### config.mk
export PLATFORM = sky130hd
export DESIGN_NAME = fetch_queue
export DESIGN_NICKNAME = d
export VERILOG_FILES = /design/src/rtl/fetch_pkg.sv /design/src/rtl/fq_ptr.sv /design/src/rtl/fetch_queue.sv
export SDC_FILE = /design/constraint.sdc
export NUM_CORES = 1
export LEC_CHECK = 0
export CAP_MARGIN = 20
export CORE_MARGIN = 4
export CORE_UTILIZATION = 50
export CTS_BUF_LIST = sky130_fd_sc_hd__clkbuf_4 sky130_fd_sc_hd__clkbuf_8
export CTS_CLUSTER_DIAMETER = 80
export DETAILED_ROUTE_END_ITERATION = 10
export PLACE_DENSITY = 0.74
export SYNTH_ARGS = -nofsm -noshare
export SYNTH_HDL_FRONTEND = slang
export SYNTH_SLANG_ARGS = --single-unit
### constraint.sdc
create_clock -name i_clk -period 25.2 [get_ports i_clk]
set_input_delay 3.78 -clock i_clk [delete_from_list [all_inputs] [get_ports i_clk]]
set_output_delay 3.78 -clock i_clk [all_outputs]
set_load 0.05 [all_outputs]
### src/rtl/fetch_pkg.sv
// Shared types for the fetch queue: the payload record and its field widths.
package fetch_pkg;

  localparam int BTB_WAY_WIDTH   = 2;
  localparam int FQ_PC_WIDTH     = 64;
  localparam int FQ_TARGET_WIDTH = 64;
  localparam int FQ_INSTR_WIDTH  = 32;

  // One fetched instruction plus its prediction metadata, as handed to decode.
  // Field widths are the widest the queue supports; narrower instances
  // zero-extend on the way in and truncate on the way out.
  typedef struct packed {
    logic                       branch_pred_taken;
    logic [BTB_WAY_WIDTH-1:0]   btb_way;
    logic [FQ_TARGET_WIDTH-1:0] pc_target_pred;
    logic [FQ_INSTR_WIDTH-1:0]  instr;
    logic [FQ_PC_WIDTH-1:0]     pc;
    logic [FQ_PC_WIDTH-1:0]     pc_plus4;
  } fetch_entry_t;

endpackage

### src/rtl/fq_ptr.sv
// Wrapping index into a power-of-two ring buffer, with increment and clear.
module fq_ptr #(
  parameter int DEPTH = 4
) (
  input  logic                     i_clk,
  input  logic                     i_arst_n,
  input  logic                     i_clr,
  input  logic                     i_inc,
  output logic [$clog2(DEPTH)-1:0] o_ptr
);

  localparam int PW = $clog2(DEPTH);

  logic [PW-1:0] ptr_q;
  logic [PW-1:0] ptr_d;

  // Clear wins over increment; the last slot wraps back to zero.
  always_comb begin
    ptr_d = ptr_q;
    if (i_clr) begin
      ptr_d = '0;
    end else if (i_inc) begin
      ptr_d = (ptr_q == PW'(DEPTH - 1)) ? '0 : ptr_q + 1'b1;
    end
  end

  // Pointer register, cleared asynchronously by reset.
  always_ff @(posedge i_clk or negedge i_arst_n) begin
    if (!i_arst_n) begin
      ptr_q <= '0;
    end else begin
      ptr_q <= ptr_d;
    end
  end

  assign o_ptr = ptr_q;

endmodule

### src/rtl/fetch_queue.sv
// Fetch-to-decode FIFO: DEPTH entries of fetch payload, no same-cycle bypass,
// flush discards everything, payload outputs read zero when empty.
module fetch_queue
  import fetch_pkg::*;
#(
  parameter int DATA_WIDTH  = 64,
  parameter int ADDR_WIDTH  = 64,
  parameter int INSTR_WIDTH = 32,
  parameter int DEPTH       = 4
) (
  input  logic                      i_clk,
  input  logic                      i_arst_n,
  input  logic                      i_flush,
  input  logic                      i_valid,
  output logic                      o_ready,
  input  logic                      i_branch_pred_taken,
  input  logic [BTB_WAY_WIDTH-1:0]  i_btb_way,
  input  logic [ADDR_WIDTH-1:0]     i_pc_target_pred,
  input  logic [INSTR_WIDTH-1:0]    i_instr,
  input  logic [DATA_WIDTH-1:0]     i_pc,
  input  logic [DATA_WIDTH-1:0]     i_pc_plus4,
  output logic                      o_valid,
  input  logic                      i_ready,
  output logic                      o_branch_pred_taken,
  output logic [BTB_WAY_WIDTH-1:0]  o_btb_way,
  output logic [ADDR_WIDTH-1:0]     o_pc_target_pred,
  output logic [INSTR_WIDTH-1:0]    o_instr,
  output logic [DATA_WIDTH-1:0]     o_pc,
  output logic [DATA_WIDTH-1:0]     o_pc_plus4,
  output logic [$clog2(DEPTH):0]    o_count
);

  localparam int PW = $clog2(DEPTH);
  localparam int CW = $clog2(DEPTH) + 1;

  fetch_entry_t  mem_q [DEPTH];
  fetch_entry_t  wrEntry;
  fetch_entry_t  headEntry;
  logic [PW-1:0] wrPtr;
  logic [PW-1:0] rdPtr;
  logic [CW-1:0] count_q;
  logic [CW-1:0] count_d;
  logic          doPush;
  logic          doPop;

  // Status comes only from the occupancy register, so ready never depends
  // combinationally on the decode side.
  assign o_valid = (count_q != '0);
  assign o_ready = (count_q != CW'(DEPTH));

  assign doPush = i_valid & o_ready & ~i_flush;
  assign doPop  = o_valid & i_ready & ~i_flush;

  fq_ptr #(.DEPTH(DEPTH)) uWrPtr (
    .i_clk    (i_clk),
    .i_arst_n (i_arst_n),
    .i_clr    (i_flush),
    .i_inc    (doPush),
    .o_ptr    (wrPtr)
  );

  fq_ptr #(.DEPTH(DEPTH)) uRdPtr (
    .i_clk    (i_clk),
    .i_arst_n (i_arst_n),
    .i_clr    (i_flush),
    .i_inc    (doPop),
    .o_ptr    (rdPtr)
  );

  // Pack the incoming payload into the stored record.
  always_comb begin
    wrEntry                   = '0;
    wrEntry.branch_pred_taken = i_branch_pred_taken;
    wrEntry.btb_way           = i_btb_way;
    wrEntry.pc_target_pred    = FQ_TARGET_WIDTH'(i_pc_target_pred);
    wrEntry.instr             = FQ_INSTR_WIDTH'(i_instr);
    wrEntry.pc                = FQ_PC_WIDTH'(i_pc);
    wrEntry.pc_plus4          = FQ_PC_WIDTH'(i_pc_plus4);
  end

  // Occupancy: flush empties, push-only grows, pop-only shrinks, both holds.
  always_comb begin
    count_d = count_q;
    if (i_flush) begin
      count_d = '0;
    end else begin
      case ({doPush, doPop})
        2'b10:   count_d = count_q + CW'(1);
        2'b01:   count_d = count_q - CW'(1);
        default: count_d = count_q;
      endcase
    end
  end

  // Occupancy register; reset empties the queue without waiting for a clock.
  always_ff @(posedge i_clk or negedge i_arst_n) begin
    if (!i_arst_n) begin
      count_q <= '0;
    end else begin
      count_q <= count_d;
    end
  end

  // Payload storage; contents are don't-care until written, so no reset.
  always_ff @(posedge i_clk) begin
    if (doPush) begin
      mem_q[wrPtr] <= wrEntry;
    end
  end

  // Head is read straight from storage and forced to a zero bubble when empty.
  always_comb begin
    headEntry = '0;
    if (o_valid) begin
      headEntry = mem_q[rdPtr];
    end
  end

  assign o_branch_pred_taken = headEntry.branch_pred_taken;
  assign o_btb_way           = headEntry.btb_way;
  assign o_pc_target_pred    = ADDR_WIDTH'(headEntry.pc_target_pred);
  assign o_instr             = INSTR_WIDTH'(headEntry.instr);
  assign o_pc                = DATA_WIDTH'(headEntry.pc);
  assign o_pc_plus4          = DATA_WIDTH'(headEntry.pc_plus4);
  assign o_count             = count_q;

endmodule
# Word level (Yosys, flattened, before mapping)
# Memories as Yosys holds them, arrays and structs flattened.
# Index checks and enable logic that the tools add are counted.
# totals
mem_count	1
latch_bits	0
mem_bits_rw	908
output_inout_bits	232
elab_cells	33
ff_bits	7
rom_bits	0
# mem_list
name	depth	word_bits	read_ports	rd_clocked_by_memory_dff	wr	line	rtl
mem_q	4	227	1	0	1	fetch_queue.sv:36	fetch_entry_t mem_q [DEPTH];
# classes
addsub	4
bitwise	5
shifts	0
eq_ne	5
order_cmp	0
div	0
mul	0
reduce_logical	4
mux	11
# ops
operator	n
$mux 227	1
$mux 2	6
$eq 2x2->1 const B	3
$pmux 3 s2	1
$reduce_bool 3->1	2
$add 2x1->2 const B	2
$and 1x1->1	4
$reduce_bool 2->1	2
$add 3x1->3 const B	1
$mux 3	1
$ne 3x3->1 const B	1
$sub 3x1->3 const B	1
$eq 2x1->1 const B	1
$mux 1	2
$not 1->1	1

# Depth between registers and ports, before layout
# depth
depth_word	6
ltp_mapped	8
ltp_nobuf	7

# Modules after synthesis
# From an unflattened synthesis, not the netlist that was laid out.
# unflattened
hier_cells	1486
hier_area_um2	34662.0
# modules_own_cells
module	area_each_um2	cells_per_inst	n_inst
fetch_queue	34461.8	1470	1
fq_ptr	100.1	8	2

# Least setup slack after synthesis
# Ideal clock, no wire load.
# synth_path
path_kind	in2reg
start	input i_valid
end	memory mem_q[0][0] (netlist bit), enable pin
arrival_ns	20.687
slack_ns	3.374
required_ns	24.061
setup_time_ns	1.139
cell_stages	3
cell_sequence	buf_1 -> nand2_1 -> nor3b_1
# synth_via
elab_chain_cells	4
# synth_lines
element	line	rtl
start, declared	fetch_queue.sv:14	input logic i_valid,
$and 1x1->1 (2 in a row)	fetch_queue.sv:51	assign doPush = i_valid & o_ready & ~i_flush;
$mux 1	fetch_queue.sv:106	if (doPush) begin
$mux 1 (implied by the code)	fetch_queue.sv:107	mem_q[wrPtr] <= wrEntry;
end, declared	fetch_queue.sv:36	
# No other way between the ends.

# Worst setup path after layout
# layout_path
start	register uRdPtr.ptr_q[0], in the netlist uRdPtr.o_ptr[0]
end	output o_pc[33]
# layout_via
elab_chain_cells	2
# layout_lines
element	line	rtl
start, declared	fq_ptr.sv:14	logic [PW-1:0] ptr_q;
start signal, assigned	fq_ptr.sv:32	ptr_q <= ptr_d;
$mem_v2 4x227	-	
$mux 227	fetch_queue.sv:114	if (o_valid) begin
end, declared	fetch_queue.sv:28	output logic [DATA_WIDTH-1:0] o_pc,
# No other way between the ends.

==> impl_metrics.tcl <==
set metrics [dict create \
    cts.root.buffer_cell "sky130_fd_sc_hd__clkbuf_8" \
    routedWlPerCell_um 23.25 \
    report.final.hold_viol_count 0 \
    drt.antenna.violating_nets 0 \
    synth-seq-area-share_pct 78.28 \
    hpwl_after_detailed_placement_mm 42.69 \
    floorplan.die.width_um 272.8 \
    detailed_place.area_um2 40360 \
    io_buffer_count 463 \
    layout_cell_area_excl_fill_um2 43310 \
    synth.ff_latch_count 915 \
    worst_setup_hold_path_clk_slew_ns 0.05 \
    final_net_count 2292 \
    design.core.area_um2 69070 \
    hold_buffers 0 \
    cts_tree "yes" \
    worstMarginPinSlew_ns 1.108 \
    r2r_cells 7 \
    most_used_flip_flop_cell_after_synthesis "sky130_fd_sc_hd__edfxtp_1" \
    routed_wirelength_mm 72.25 \
    die_h_um 272.8 \
    whs_path_depth 2 \
    via_per_inst 5.428 \
    ys_types 34 \
    drt-pass1-iter-count 5 \
    grt_max_degree 160 \
    power_density_nw_per_um2 81.83 \
    mappedNetlistNets 1740 \
    grt_pass1_wl_mm 108.8 \
    arrival_ns 5.06 \
    placement.setup.worst_slack_ns 16.99 \
    cts-resized-gates 0 \
    antenna_found_initial 11 \
    grt_residual_overflow 0 \
    gp_congestion 0.7324 \
    layout_commonest_cell "sky130_fd_sc_hd__edfxtp_1" \
    power_leakage_nw 13.69 \
    first_global_vias 17900 \
    drive_gt1_share_pct 22.96 \
    die_area_um2 74410 \
    yosysWarningCount 0 \
    number_of_enable_flip_flop_cells_after_synthesis 908 \
    post_synth_inst_count 1503 \
    timing.slew.headroom_pct 26.13 \
    worst_hold_path_type "register to register" \
    setup.worst_path.start_class "register" \
    syn_avg_cell_area_um2 23.32 \
    cts.repair_timing.setup_buffer_count 0 \
    achievable_clock_frequency_ghz 0.1131 \
    fin_worst_skew_ns 0.02366 \
    run_status "finished, final reports clean" \
    timing.final.max_slew_violations 0 \
    area_overhead_vs_synth_pct 23.55 \
    vias 16870 \
    period_share_pct 35.08 \
    irDropWorstVdd_uv 57.14 \
    timing.max_cap.violations 0 \
    min_period_ns 8.841 \
    clock-sinks 915 \
    final.setup.tns_ns 0 \
    design_power_total_mw 3.544 \
    design.portCount 464 \
    drt-initial-drc-count 1333 \
    tritoncts.num_buffers 147 \
    post-route-worst-setup-slack_ns 16.36 \
    h-tree-depth 4 \
    worst_setup_path_end_kind "primary output" \
    clock_latency_ns 0.77 \
    drt_drc_violations_left 0 \
    crit_required_ns 21.42 \
    cts.path.max_buffers 3 \
    synthesis.area_um2 35060 \
    layout.filler_cells 4687 \
    worstPathMaxFanout 49 \
    effective_utilization_at_floorplan_pct 50.76 \
    postSynth.asyncResetShare_pct 0.7650 \
    commonest_non_fill_non_tap_cells_in_the_layout "908 x sky130_fd_sc_hd__edfxtp_1, 463 x sky130_fd_sc_hd__clkdlybuf4s50_1, 227 x sky130_fd_sc_hd__mux4_2, 227 x sky130_fd_sc_hd__and2_1, 152 x sky130_fd_sc_hd__clkbuf_8" \
    groute.usage.overall_pct 19.34 \
    grt_setup_unrepaired "false" \
    setup_violations 0 \
    timing.setup.critical_path_class "register to primary output" \
    regToRegSetupSlack_ns 21.01 \
    placement_rows 96 \
]
## where the power goes
| part | total (mW) | internal [mW] | leakage (nW) | switching (mW) |
|---|---|---|---|---|
| Combinational | 0.567 | 0.222 | 3.79 | 0.345 |
| Sequential | 1.73 | 1.72 | 8.34 | 0.0161 |
| Clock | 1.24 | 0.676 | 1.56 | 0.566 |
## sequential cells by signal, indices dropped and copies added, names as in the netlist
name,flops
uWrPtr.o_ptr,2
o_count,3
mem_q,908
uRdPtr.o_ptr,2
## final cells by class
| cell class | count | area [µm²] | share of cell area, % |
|---|---|---|---|
| multi-input combinational | 502 | 6902 | 15.93 |
| inverter | 4 | 15.01 | 0.03467 |
| antenna | 8 | 20.02 | 0.04622 |
| sequential | 915 | 27450 | 63.37 |
| timing repair buffer | 485 | 4841 | 11.18 |
| clock inverter | 45 | 334.1 | 0.7713 |
| clock buffer | 218 | 2587 | 5.974 |
| tap | 931 | 1165 | 2.689 |
## kinds of logic after synthesis
group | after synthesis | share of synthesized area, %
multiplexers | 227 | 14.58
AND/OR/NAND/NOR | 251 | 4.447
XOR/XNOR | 3 | 0.07497
buffers and inverters | 86 | 2.106
flip-flops | 915 | 78.28
adder cells (fa/ha/maj) | 5 | 0.1999
AO/OA/AOI/OAI | 16 | 0.3105
## cell usage after synthesis (all sizes together), types with 2 or more instances
library cell	instances	area, µm²
inv	4	15.01
nor2	5	18.77
a211oi	3	22.52
or3	2	12.51
o21ai	3	15.01
edfxtp	908	27270
nand2b	2	12.51
buf	54	618.1
clkbuf	28	105.1
or4	2	15.01
a31oi	2	12.51
mux4	227	5112
nand3	3	15.01
ha	4	50.05
and2	227	1420
xor2	2	17.52
a21oi	2	10.01
nor3b	5	37.54
nand2	2	7.510
dfrtp	7	175.2
## routing by layer
layer | vias to the layer above | GRT usage (%) | wire, µm
met1 | 8828 | 25.20 | 28190
met4 | 6 | 7.066 | 1737
met2 | 575 | 31.20 | 36610
li1 | 7338 | - | -
met3 | 124 | 5.926 | 5675
met5 | - | 0 | 35
## critical path, cell delays in order (launching register included)
cell                              delay, ns
sky130_fd_sc_hd__dfrtp_4               1.00
sky130_fd_sc_hd__buf_4                 0.76
sky130_fd_sc_hd__buf_4                 0.88
sky130_fd_sc_hd__mux4_2                0.60
sky130_fd_sc_hd__and2_1                0.17
sky130_fd_sc_hd__clkdlybuf4s50_1       0.74
## worst paths after layout
check | from | to
setup / recovery | uRdPtr.o_ptr[0] | o_pc[33]
hold / removal | uWrPtr.o_ptr[1] | uWrPtr.o_ptr[1]
setup reg to reg | o_count[0] | mem_q[3][96]
hold reg to reg | uWrPtr.o_ptr[1] | uWrPtr.o_ptr[1]
max in group asynchronous | i_arst_n | uRdPtr.o_ptr[1]
min in group asynchronous | i_arst_n | o_count[2]
## stage by stage
step           hold slack [ns]  std cells  utilization, %
2_1_floorplan           0.5605       1503               -
3_3_place_gp            0.5890       2836           58.44
3_5_place_dp            0.5939       2836           58.44
4_1_cts                 0.6036       3099           62.67
5_1_grt                 0.6390       3105           62.70
6_report                0.6028       3108           62.71
Power figures use the tool's default switching activity.
